[src/rtl/rv_core_pkg.sv]
// Shared core definitions: register-file geometry, writeback payload and arbitration modes.
package rv_core_pkg;

    localparam int unsigned XLEN      = 32;
    localparam int unsigned NREG      = 32;
    localparam int unsigned REG_IDX_W = $clog2(NREG);

    localparam int unsigned PRIO_RR    = 0;
    localparam int unsigned PRIO_FIXED = 1;

    typedef struct packed {
        logic [REG_IDX_W-1:0] rd;
        logic [XLEN-1:0]      wd;
    } wb_req_t;

    typedef enum logic {
        SRC_ALU = 1'b0,
        SRC_LD  = 1'b1
    } wb_src_e;

endpackage

[src/rtl/rf_scoreboard.sv]
// Per-register pending-write scoreboard: reservation at issue, clear at commit, hazard lookups.
module rf_scoreboard
    import rv_core_pkg::*;
(
    input  logic                 clk,
    input  logic                 rst_n,
    input  logic                 rsv_valid,
    input  logic [REG_IDX_W-1:0] rsv_rd,
    output logic                 rsv_ready,
    input  logic                 clr_en,
    input  logic [REG_IDX_W-1:0] clr_idx,
    input  logic [REG_IDX_W-1:0] rs1,
    input  logic [REG_IDX_W-1:0] rs2,
    output logic                 rs1_busy,
    output logic                 rs2_busy
);

    logic [NREG-1:0] pend;
    logic [NREG-1:0] pend_nxt;
    logic            set_en;

    assign rsv_ready = ~pend[rsv_rd];
    assign set_en    = rsv_valid & rsv_ready;
    assign rs1_busy  = pend[rs1];
    assign rs2_busy  = pend[rs2];

    // Set is applied after clear so a new producer wins over a retiring one; x0 never pends.
    always_comb begin
        pend_nxt = pend;
        if (clr_en) begin
            pend_nxt[clr_idx] = 1'b0;
        end
        if (set_en) begin
            pend_nxt[rsv_rd] = 1'b1;
        end
        pend_nxt[0] = 1'b0;
    end

    always_ff @(posedge clk or negedge rst_n) begin
        if (!rst_n) begin
            pend <= '0;
        end else begin
            pend <= pend_nxt;
        end
    end

endmodule

[src/rtl/rf_write_arbiter.sv]
// Shares the register-file write port between ALU and load writeback and tracks pending writes.
module rf_write_arbiter
    import rv_core_pkg::*;
#(
    parameter int unsigned PRIO_MODE = PRIO_RR
) (
    input  logic                 clk,
    input  logic                 rst_n,
    input  logic                 alu_valid,
    output logic                 alu_ready,
    input  logic [REG_IDX_W-1:0] alu_rd,
    input  logic [XLEN-1:0]      alu_wd,
    input  logic                 ld_valid,
    output logic                 ld_ready,
    input  logic [REG_IDX_W-1:0] ld_rd,
    input  logic [XLEN-1:0]      ld_wd,
    input  logic                 rsv_valid,
    output logic                 rsv_ready,
    input  logic [REG_IDX_W-1:0] rsv_rd,
    input  logic [REG_IDX_W-1:0] rs1,
    input  logic [REG_IDX_W-1:0] rs2,
    output logic                 rs1_busy,
    output logic                 rs2_busy,
    output logic                 RFwr,
    output logic [REG_IDX_W-1:0] rd,
    output logic [XLEN-1:0]      WD
);

    wb_src_e rr_last;
    wb_src_e rr_last_nxt;
    wb_req_t alu_req;
    wb_req_t ld_req;
    wb_req_t win_req;
    logic    grant_alu;
    logic    grant_ld;
    logic    grant;
    logic    commit_c;

    assign alu_req = '{rd: alu_rd, wd: alu_wd};
    assign ld_req  = '{rd: ld_rd,  wd: ld_wd};

    // Grants depend only on the valids and the round-robin history, never on payload.
    always_comb begin
        grant_alu = 1'b0;
        grant_ld  = 1'b0;
        if (PRIO_MODE == PRIO_FIXED) begin
            grant_ld  = ld_valid;
            grant_alu = alu_valid & ~ld_valid;
        end else if (alu_valid && ld_valid) begin
            grant_ld  = (rr_last == SRC_ALU);
            grant_alu = (rr_last == SRC_LD);
        end else begin
            grant_alu = alu_valid;
            grant_ld  = ld_valid;
        end
    end

    assign alu_ready = grant_alu;
    assign ld_ready  = grant_ld;
    assign grant     = grant_alu | grant_ld;
    assign win_req   = grant_ld ? ld_req : alu_req;
    assign commit_c  = grant && (win_req.rd != REG_IDX_W'(0));

    always_comb begin
        rr_last_nxt = rr_last;
        if (grant) begin
            rr_last_nxt = grant_ld ? SRC_LD : SRC_ALU;
        end
    end

    // Commit register: x0 writes finish the handshake but never raise RFwr.
    always_ff @(posedge clk or negedge rst_n) begin
        if (!rst_n) begin
            rr_last <= SRC_ALU;
            RFwr    <= 1'b0;
            rd      <= '0;
            WD      <= '0;
        end else begin
            rr_last <= rr_last_nxt;
            RFwr    <= commit_c;
            if (commit_c) begin
                rd <= win_req.rd;
                WD <= win_req.wd;
            end
        end
    end

    rf_scoreboard u_scoreboard (
        .clk       (clk),
        .rst_n     (rst_n),
        .rsv_valid (rsv_valid),
        .rsv_rd    (rsv_rd),
        .rsv_ready (rsv_ready),
        .clr_en    (RFwr),
        .clr_idx   (rd),
        .rs1       (rs1),
        .rs2       (rs2),
        .rs1_busy  (rs1_busy),
        .rs2_busy  (rs2_busy)
    );

endmodule

[config.mk]
export PLATFORM = sky130hd
export DESIGN_NAME = rf_write_arbiter
export DESIGN_NICKNAME = d
export VERILOG_FILES = /design/src/rtl/rv_core_pkg.sv /design/src/rtl/rf_scoreboard.sv /design/src/rtl/rf_write_arbiter.sv
export SDC_FILE = /design/constraint.sdc
export NUM_CORES = 1
export LEC_CHECK = 0
export BUFFER_PORTS_ARGS = -buffer_cell sky130_fd_sc_hd__buf_2
export CAP_MARGIN = 20
export CORE_ASPECT_RATIO = 1.2
export CORE_MARGIN = 2
export CORE_UTILIZATION = 54
export CTS_CLUSTER_SIZE = 8
export DETAILED_ROUTE_END_ITERATION = 7
export PLACE_DENSITY = 0.94
export SETUP_SLACK_MARGIN = 0.3
export SYNTH_ARGS = -nofsm -noshare
export SYNTH_HDL_FRONTEND = slang
export SYNTH_SLANG_ARGS = --single-unit
[constraint.sdc]
create_clock -name clk -period 4.9 [get_ports clk]
set_clock_uncertainty 0.2 [all_clocks]
set_input_delay 0.49 -clock clk [delete_from_list [all_inputs] [get_ports clk]]
set_output_delay 0.49 -clock clk [all_outputs]
set_load 0.005 [all_outputs]
# --- Word level (Yosys, flattened, before mapping) ---
# Index checks and enable logic that the tools add are counted.
totals:
  word_cells: 39
  ff_bits: 70
  out_inout_bits: 43
classes:
  mux: 16
  n_lt_le_gt_ge: 6
  bitwise: 7
  reduce_logical: 5
ops:
  columns: ["operator", "count"]
  rows:
  - ["$mux 32", 2]
  - ["$mux 37", 1]
  - ["$and 32x32->32", 1]
  - ["$not 32->32", 1]
  - ["$or 32x32->32", 1]
  - ["$lt 5x6->1 const B", 4]
  - ["$bmux 1 s5", 3]
  - ["$demux 1 s5", 2]
  - ["$ge 5x1->1 const B", 2]
  - ["$mux 1", 8]
  - ["$reduce_bool 5->1", 1]
  - ["$logic_and 1x1->1", 4]
  - ["$not 1->1", 2]
  - ["$and 1x1->1", 1]
  - ["$or 1x1->1", 1]

# --- Logic depth before layout (Yosys ltp) ---
depth:
  word_depth: 9
  mapped_depth: 8
  depth_no_buf: 5

# --- Modules after synthesis ---
# A second synthesis with hierarchy kept.
hier_totals:
  hier_cells: 347
  hier_area_um2: 4206.5
modules_own_cells:
  columns: ["module", "cells_per_inst", "n_inst", "area_per_inst_um2", "seq_area_each_um2"]
  rows:
  - ["rf_scoreboard", 204, 1, 2222.1, 775.7]
  - ["rf_write_arbiter", 143, 1, 1984.4, 975.9]

# --- Worst setup path before layout ---
# No wires, ideal clock.
synth_timing:
  kind: "input port to output port"
  startpoint: "input port rsv_rd[0]"
  endpoint: "output port rsv_ready"
  t_required_ns: 4.210
  t_arrival_ns: 1.854
  stages: 6
  setup_slack_ns: 2.356
  cell_sequence: "buf_6 -> mux4_2 -> a32oi_1 -> o221ai_2 -> buf_6 -> nor3_1"
synth_between:
  elab_chain_len: 3
synth_lines:
  columns: ["element", "line_no", "source"]
  rows:
  - ["start, declared", "rf_write_arbiter.sv:19", "input logic [REG_IDX_W-1:0] rsv_rd,"]
  - ["$bmux 1 s5", "rf_scoreboard.sv:22", "assign rsv_ready = ~pend[rsv_rd];"]
  - ["$mux 1 (implied by the code)", "rf_scoreboard.sv:22", null]
  - ["$not 1->1", "rf_scoreboard.sv:22", null]
  - ["end, declared", "rf_write_arbiter.sv:18", "output logic rsv_ready,"]
# No other way between the ends. The select of a mux whose other input is x is not followed.

# --- Worst setup path after layout ---
layout_timing:
  startpoint: "input port rsv_rd[2]"
  endpoint: "output port rsv_ready"
# The elaborated chain is that of the path after synthesis.

==> flow_summary.rst <==
.. list-table::
   :header-rows: 1

   * - Metric
     - Value
   * - Run status
     - completed
   * - Total power draw
     - between 2000 and 2500 uW
   * - Vias in the first global route
     - 3,703
   * - Largest cells by area after synthesis
     - dfrtp_1, mux2i_1, mux4_2, a21oi_1, o31ai_1
   * - R2R Path End
     - WD[17]$_DFFE_PN0P_
   * - Most area-hungry cell type in the Yosys netlist
     - dfrtp_1
   * - Detailed Route WL
     - 11.0 mm
   * - Commonest cells in the netlist
     - dfrtp_1, a21oi_1, nor2_1
   * - Insertion delay of the later-clocked pin in the worst-skew pair
     - roughly 0.33 ns
   * - VDD IR-drop max
     - 0.217 mV
   * - Fill cell instance count of the final layout
     - between 500 and 600
   * - Synth warnings
     - 0
   * - Final total negative setup slack
     - 0 ns
   * - Final estimated routing congestion in global placement
     - between 0.8 and 0.9
   * - Detailed-route via count
     - around 3,600
   * - Number of hold buffers added after CTS
     - 0
   * - DRT Pass-1 Iters
     - 5
   * - Total CTS buffers
     - 9
   * - Largest net degree at the start of global routing
     - 71
   * - Final period demand of the worst path
     - approximately 3.3 ns
   * - Startpoint of the lowest-slack register-to-register path
     - rr_last$_DFFE_PN0P_
   * - GR Overflow Total
     - 0
   * - Signed area change from the synthesized netlist to the final layout
     - 23.2%
   * - Average wire per standard cell
     - about 18 um
   * - Highest fanout seen on the critical path
     - 12
   * - Post-placement cell area
     - between 4000 and 5000 um2
   * - Final setup fails
     - 0
   * - Leak
     - 0.00218 uW
   * - Asr flop ratio synth
     - 1.00
   * - Reg2reg setup slack
     - between 2 and 2.5 ns
   * - Most frequent cell after synthesis
     - dfrtp_1
   * - Avg Synthesized Cell Area
     - 10.5 um2
   * - Slew Limit Fails
     - 0
   * - First-pass GRT wire length
     - between 15 and 20 mm
   * - Clock-pin slew on the worst setup and hold paths
     - roughly 0.080 ns
   * - Number of enable flip-flop cells after synthesis
     - 0
   * - Achievable frequency
     - about 300 MHz
   * - Library cells used by synthesis
     - 35
   * - Initial core utilization
     - 0.550
   * - Power per cell area
     - 415 nW/um2
   * - HP Class
     - in2async
   * - Cell count of the worst reg-to-reg path
     - 6
   * - Total of cells resized after clock tree synthesis
     - 0
   * - Number of top-level pins
     - 137
   * - Data arrival time of the worst path
     - ~2.6 ns
   * - Crit start category
     - input pin
   * - Number of DRC markers in iteration 0
     - 285
   * - Maximum clock path buffer count
     - 2
   * - Aggregate global-route resource usage
     - 0.289
   * - Total nets after synthesis
     - 470
   * - Relative max-transition margin
     - 0.335
   * - Antenna viol nets, final
     - 0
   * - Proportion of layout cells with a drive suffix above 1
     - 0.362
   * - Worst setup path class
     - in2out
   * - Initial antenna violation count
     - 0
   * - Cell chosen for the clock root
     - clkbuf_8
   * - Overall die area
     - 8020 um2
   * - Cell area after synthesis
     - 3950 um2
   * - Area share of the largest cell type after synthesis
     - 0.443
   * - H-tree lvl count
     - 3
   * - Area inside the core boundary
     - 7190 um2
   * - Critical path capture point type
     - output port
   * - Post-route DRC
     - 0
   * - Antenna diode count
     - 0
   * - Actual transition at the worst max-transition pin
     - between 0.9 and 1 ns
   * - Dominant synthesized flop cell
     - dfrtp_1
   * - Buffers on Ports
     - about 140
   * - Row cnt
     - 34
   * - CTS sink count
     - 70
   * - Post-route standard cell area excluding fillers
     - just under 5000 um2
   * - Final clock period utilization by the worst path
     - 0.664
   * - Number of cells produced by synthesis
     - 376
   * - Worst hold slack after final layout
     - 0.151 ns
   * - Total of max-cap violations
     - 0
   * - Unrepaired setup endpoints after global routing
     - false
   * - Sequential fraction of the synthesis area
     - 0.443
   * - Number of vias per cell after detailed routing
     - about 6.1
   * - DPL Wire Length
     - slightly above 8 mm
   * - Hold Fails Final Rpt
     - 0
   * - Seq cells post-synth
     - 70
   * - CTS tree
     - yes
   * - Width of the die
     - ~82 um
   * - Required time reported for the critical path endpoint
     - 4.21 ns
   * - NumNets Final
     - around 590
   * - Buffer count from post-CTS setup fixing
     - 0
   * - Vertical die dimension
     - 97.7 um
final cells by class:
class                      instances  area, um2  area share
multi-input combinational        269       2060       0.422
sequential                        70       1750       0.360
clock buffer                      11        141      0.0290
timing repair buffer             140        711       0.146
clock inverter                     5       58.8      0.0121
inverter                          10       37.5     0.00771
tap                               90        113      0.0231
per-stage QoR:
step / std cells / util / worst slack (ns)
4_1_cts: 595 / 0.677 / 1.72
6_report: 595 / 0.677 / 1.65
2_1_floorplan: 376 / - / 2.36
5_1_grt: 595 / 0.677 / 1.52
3_5_place_dp: 579 / 0.649 / 1.72
3_3_place_gp: 579 / 0.649 / 1.86
report_power, final:
group	leakage, uW	switching [uW]	total, uW	internal, uW
registers	0.000805	170	916	745
clock network	0.0000955	219	469	249
logic	0.00128	295	634	340
total	0.00218	684	2020	1330
per-layer routing:
layer,routed length (um),GRT usage
met1,4060,0.336
met2,5740,0.480
met3,947,0.0753
met4,238,0.153
met5,0,0
cells by family (layout without fill, tap and decap cells):
family / count (synthesis) / count (layout) / synth area share
AOI/OAI and AO/OA: 123 / 123 / 0.186
buffers and inverters: 37 / 166 / 0.0437
DFF: 70 / 70 / 0.443
muxes: 66 / 66 / 0.231
and+or+nand+nor: 80 / 80 / 0.0966
registers in the layout, indices dropped and copies added, names as in the netlist:
name	cells
RFwr	1
WD	32
rd	5
rr_last	1
u_scoreboard.pend	31
cells in the final DEF, fill, tap and decap left out, types with 5 or more instances in the layout:
cell type,synthesis,layout
a21oi_1,45,45
buf_2,12,136
clkbuf_8,0,10
dfrtp_1,70,70
inv_1,10,10
mux2_2,5,5
mux2i_1,42,42
mux4_2,17,17
nand2_1,7,7
nand3_1,7,7
nand3b_1,7,7
nor2_1,45,45
o21ai_0,36,36
o31ai_1,27,27
critical path, cell delays in order:
cell and delay [ns]:
buf_2 0.17, or3b_2 0.54, o22ai_1 0.17, a21oi_1 0.06, a21oi_1 0.80, nor3_1 0.15, buf_2 0.17
worst max-delay path by stage:
stage | startpoint | to
global placement | rsv_rd[2] | rsv_ready
global route | rsv_rd[2] | rsv_ready
finish | rsv_rd[2] | rsv_ready
CTS | rsv_rd[2] | rsv_ready
floorplan | rsv_rd[0] | rsv_ready
detailed placement | rsv_rd[2] | rsv_ready
Note: power is estimated with default switching activity, not from simulation.
